[src/rtl/block_mac_2x2.sv]
// 2x2 block multiply-accumulate responder for the matrix multiplier control unit.
// One shared multiplier/adder computes C = A*B or C += A*B over eight cycles.
module block_mac_2x2 #(
    parameter int data_w = 32
) (
    input  logic              clk,
    input  logic              rst,
    input  logic              start_mac,
    input  logic              acc_en,
    input  logic [data_w-1:0] a_11,
    input  logic [data_w-1:0] a_12,
    input  logic [data_w-1:0] a_21,
    input  logic [data_w-1:0] a_22,
    input  logic [data_w-1:0] b_11,
    input  logic [data_w-1:0] b_12,
    input  logic [data_w-1:0] b_21,
    input  logic [data_w-1:0] b_22,
    output logic [data_w-1:0] c_11,
    output logic [data_w-1:0] c_12,
    output logic [data_w-1:0] c_21,
    output logic [data_w-1:0] c_22,
    output logic              done_mac,
    output logic              busy,
    output logic              ovf
);

    typedef enum logic [1:0] {IDLE = 2'd0, MUL = 2'd1, DONE = 2'd2} state_t;

    state_t state, state_nxt;
    logic [2:0] step;

    // Element index order for all three blocks: 0=x11, 1=x12, 2=x21, 3=x22
    logic [3:0][data_w-1:0] a_q, b_q, c_q;

    logic [data_w-1:0]   mul_a, mul_b, acc_in;
    logic [2*data_w-1:0] prod;
    logic [data_w:0]     sum;
    logic [1:0]          c_sel;

    // Step bits map directly to operands: A row=step[2], A col=step[0],
    // B row=step[0], B col=step[1], C element=step[2:1].
    always_comb begin
        mul_a  = a_q[{step[2], step[0]}];
        mul_b  = b_q[{step[0], step[1]}];
        c_sel  = step[2:1];
        acc_in = c_q[c_sel];
        prod   = {{data_w{1'b0}}, mul_a} * {{data_w{1'b0}}, mul_b};
        sum    = {1'b0, acc_in} + {1'b0, prod[data_w-1:0]};
    end

    always_ff @(posedge clk or negedge rst) begin
        if (!rst) state <= IDLE;
        else      state <= state_nxt;
    end

    always_comb begin
        state_nxt = state;
        case (state)
            IDLE:    if (start_mac)     state_nxt = MUL;
            MUL:     if (step == 3'd7)  state_nxt = DONE;
            DONE:    if (!start_mac)    state_nxt = IDLE;
            default:                    state_nxt = IDLE;
        endcase
    end

    always_ff @(posedge clk or negedge rst) begin
        if (!rst) begin
            a_q  <= '0;
            b_q  <= '0;
            c_q  <= '0;
            ovf  <= 1'b0;
            step <= 3'd0;
        end else begin
            case (state)
                IDLE: if (start_mac) begin
                    a_q  <= {a_22, a_21, a_12, a_11};
                    b_q  <= {b_22, b_21, b_12, b_11};
                    if (!acc_en) c_q <= '0;
                    ovf  <= 1'b0;
                    step <= 3'd0;
                end
                MUL: begin
                    c_q[c_sel] <= sum[data_w-1:0];
                    if (prod[2*data_w-1:data_w] != '0 || sum[data_w]) ovf <= 1'b1;
                    step <= step + 3'd1;  // wraps to 0 on the step-7 edge
                end
                default: ;
            endcase
        end
    end

    assign c_11     = c_q[0];
    assign c_12     = c_q[1];
    assign c_21     = c_q[2];
    assign c_22     = c_q[3];
    assign done_mac = (state == DONE);
    assign busy     = (state == MUL) || (state == DONE);

endmodule

[config.mk]
export PLATFORM = sky130hd
export DESIGN_NAME = block_mac_2x2
export DESIGN_NICKNAME = d
export VERILOG_FILES = /design/src/rtl/block_mac_2x2.sv
export SDC_FILE = /design/constraint.sdc
export NUM_CORES = 2
export LEC_CHECK = 0
export BUFFER_PORTS_ARGS = -buffer_cell sky130_fd_sc_hd__buf_2
export CORE_ASPECT_RATIO = 1.5
export CORE_MARGIN = 3
export CORE_UTILIZATION = 50
export CTS_CLUSTER_SIZE = 28
export DETAILED_ROUTE_END_ITERATION = 10
export PLACE_DENSITY_LB_ADDON = 0.3
export SETUP_SLACK_MARGIN = 0.5
export SLEW_MARGIN = 10
export SYNTH_ARGS = -nofsm -noshare
export SYNTH_HDL_FRONTEND = slang
export SYNTH_SLANG_ARGS = --single-unit
[constraint.sdc]
create_clock -name clk -period 10.85 [get_ports clk]
set_clock_uncertainty 0.2 [all_clocks]
set_input_delay 0.5425 -clock clk [delete_from_list [all_inputs] [get_ports clk]]
set_output_delay 0.5425 -clock clk [all_outputs]
set_load 0.005 [all_outputs]
==> impl_metrics.ini <==
[outcome]
status = finished clean

[detailed_routing]
post_drt_wl_per_cell_um = 26.2
postRouteAntennaNets = 0
via_per_inst = 5.90
dr.pass1.iters = 5
vias = 41200
route.detailed.drc = 0
drtIter0Drc = 3403
wl_um = 183000

[cells_and_area]
fin_nets = 7116
area_delta_synth_final_pct = 18.5
fillers = 8230
final_common_cell = fa_1
regArea_um2 = 9770
multi_input_area_um2 = 37800
drive_gt1_share_pct = 22.2
layout_common_cells = fa_1, inv_1, nor2_1, nand2_1, buf_2

[timing]
setup_viol = 0
max_slew.worst_pin.slew_ns = 1.08
fmax_ghz = 0.0982
relSlewSlack_pct = 28.2
fin_crit_sh_pct = 93.9
slew_violations = 0
fin_ws_ns = 0.667
layout_min_cycle_time_ns = 10.18
finalHoldViolations = 0
rsz0062_at_grt = yes

[die]
num_rows = 142
die_h_um = 395
die-area_um2 = 105000
start_util_pct = 50.5
core_area_um2 = 100000
io_pins = 391
fp.dieW_um = 265

[synthesis]
yosysWarnings = 0
yosysTopAreaCell = fa_1
yosysTopAreaCellShare_pct = 35.6
ys.flop_type = dfrtp_1
synth_cell_types = 73
synth_seq_cells = 390
avgSynthCellArea_um2 = 10.0
async_flop_share_pct = 100
synth_seq_area_share_pct = 19.3
synth_area_leaders = fa_1, dfrtp_1, ha_1
synth_edf_count = 0
syn-num-nets = 6497
synthCells = 5039
synth_area_um2 = 50500

[global_routing]
overflow = 0
grt_pass1_wl_um = 272000
grt.total_usage_pct = 34.8
grt_max_degree = 197
antenna_found_initial = 10
grt_pass1_vias = 44600

[placed_design]
hpwl_um = 144000
place.port_buffers = 390
dp_slack_ns = -0.166
place.gp.congestion = 1.01

[setup_path]
critical_path_class = reg -> reg
start_kind = flop
max_stage_delay_ns = 0.66
crit_path_top_delay_cell = fa_2
crit_top_cell = fa_1
cp_max_fo = 7
crit_path_end_kind = flop
cp_data_arrival_time_ns = 10.40
worstRegToRegCells = 33
required_ns = 11.06

[cts]
cts_root_buf = clkbuf_16
cts_tree = done
cts_htree_levels = 2
cts_made_buffers = 37
path_clk_slew_ns = 0.07
clk_latency_ns = 0.58
cts_buffer_depth = 3
cts_num_sinks = 390

[hold_path]
hold_path.class = in -> reg
hold_path_depth = 2

[flow_run]
drv_cap = 0
[cell usage after synthesis (all sizes together), types with 5 or more instances]
| master | number |
|---|---|
| fa | 897 |
| dfrtp | 390 |
| ha | 301 |
| or3 | 8 |
| o21bai | 17 |
| nand4 | 23 |
| and3 | 10 |
| a211oi | 9 |
| o211ai | 15 |
| xor2 | 22 |
| nor2 | 669 |
| nand2b | 30 |
| mux2 | 320 |
| o21a | 62 |
| inv | 714 |
| mux4 | 34 |
| buf | 27 |
| nor4 | 9 |
| o21ai | 135 |
| nor3 | 29 |
| a22o | 124 |
| a21o | 35 |
| a21oi | 104 |
| o31ai | 5 |
| xnor2 | 53 |
| clkbuf | 264 |
| or4 | 5 |
| a31oi | 25 |
| nand2 | 527 |
| nor2b | 10 |
| and2 | 7 |
| mux2i | 65 |
| nand3 | 17 |
| or2 | 25 |
[worst max-delay path: cells and delay by family (launching register included)]
family	cells	cell delay [ns]
xor gates and xnor gates	1	0.24
AOI/OAI and AO/OA	4	0.75
DFF	1	0.52
buffers and inverters	4	0.53
and+or+nand+nor	13	2.46
muxes	1	0.32
adders and majority gates	10	4.97
[final cells by class]
cell class              instances  share of cell area [%]
diodes                          6                  0.0251
clock buffers                  50                    1.78
clock inverters                17                   0.379
inverters                     714                    4.48
multi-input cells            3644                    63.2
flip-flops and latches        390                    16.3
well taps                    1296                    2.71
repair buffers                871                    11.1
[stage by stage]
stage / instance area [um2] / util, % / TNS (ns) / hold WS, ns / std cells
after floorplan: 50500 / - / 0 / 0.0469 / 5039
after global placement: 54600 / 54.6 / 0 / 0.282 / 6621
after detailed placement: 54600 / 54.6 / -0.166 / 0.287 / 6621
after CTS: 58300 / 58.2 / 0 / 0.000223 / 6904
after global routing: 59800 / 59.8 / 0 / 0.00178 / 6987
final: 59800 / 59.8 / 0 / 0.0123 / 6988
[routing by layer]
layer | vias up | GRT usage [%] | part of all wire (%)
met5 | - | 0 | 0.032
met4 | 10 | 25.3 | 8.7
met3 | 722 | 6.57 | 7.5
met2 | 2138 | 59.5 | 50
met1 | 21100 | 38.8 | 34
li1 | 17200 | - | -
[timing repair]
| item | 4_1_cts | 5_1_grt |
|---|---|---|
| gates cloned | 0 | 5 |
| gates resized for setup | 48 | 169 |
| pin swaps | 2 | 29 |
| hold endpoints to repair | 305 | 0 |
| setup endpoints to repair | 20 | 33 |
| setup buffers | 11 | 73 |
| hold buffers | 205 | 0 |
[kinds of logic (layout without fill, tap and decap cells)]
logic type | after synthesis | after routing | share of synthesized area, %
adder cells (fa/ha/maj) | 1198 | 1198 | 43.0
AO/OA/AOI/OAI | 574 | 574 | 7.78
flip-flops | 390 | 390 | 19.3
buffers and inverters | 1005 | 1652 | 7.48
XOR/XNOR | 75 | 75 | 1.30
multiplexers | 419 | 419 | 9.95
AND/OR/NAND/NOR | 1378 | 1378 | 11.1
other | 0 | 6 | 0
[flip-flops by register name (all words and copies together), names as in the netlist, 2 cells and up]
name / cells
a_q: 128
b_q: 128
c_11: 32
c_12: 32
c_21: 32
c_22: 32
state: 2
step: 3
[path summary, 6_finish.rpt]
kind | from | endpoint | slack, ns
max | step[2] | ovf | 0.67
min | b_21[15] | b_q[79] | 0.01
max reg2reg | step[2] | ovf | 0.67
min reg2reg | b_q[36] | b_q[36] | 0.31
max in group asynchronous | rst | c_22[23] | 7.84
min in group asynchronous | rst | b_q[121] | 0.37
Power is left out: the tool's default activity adds up to more than one toggle a clock period on the data nets, which glitch-free logic cannot reach.
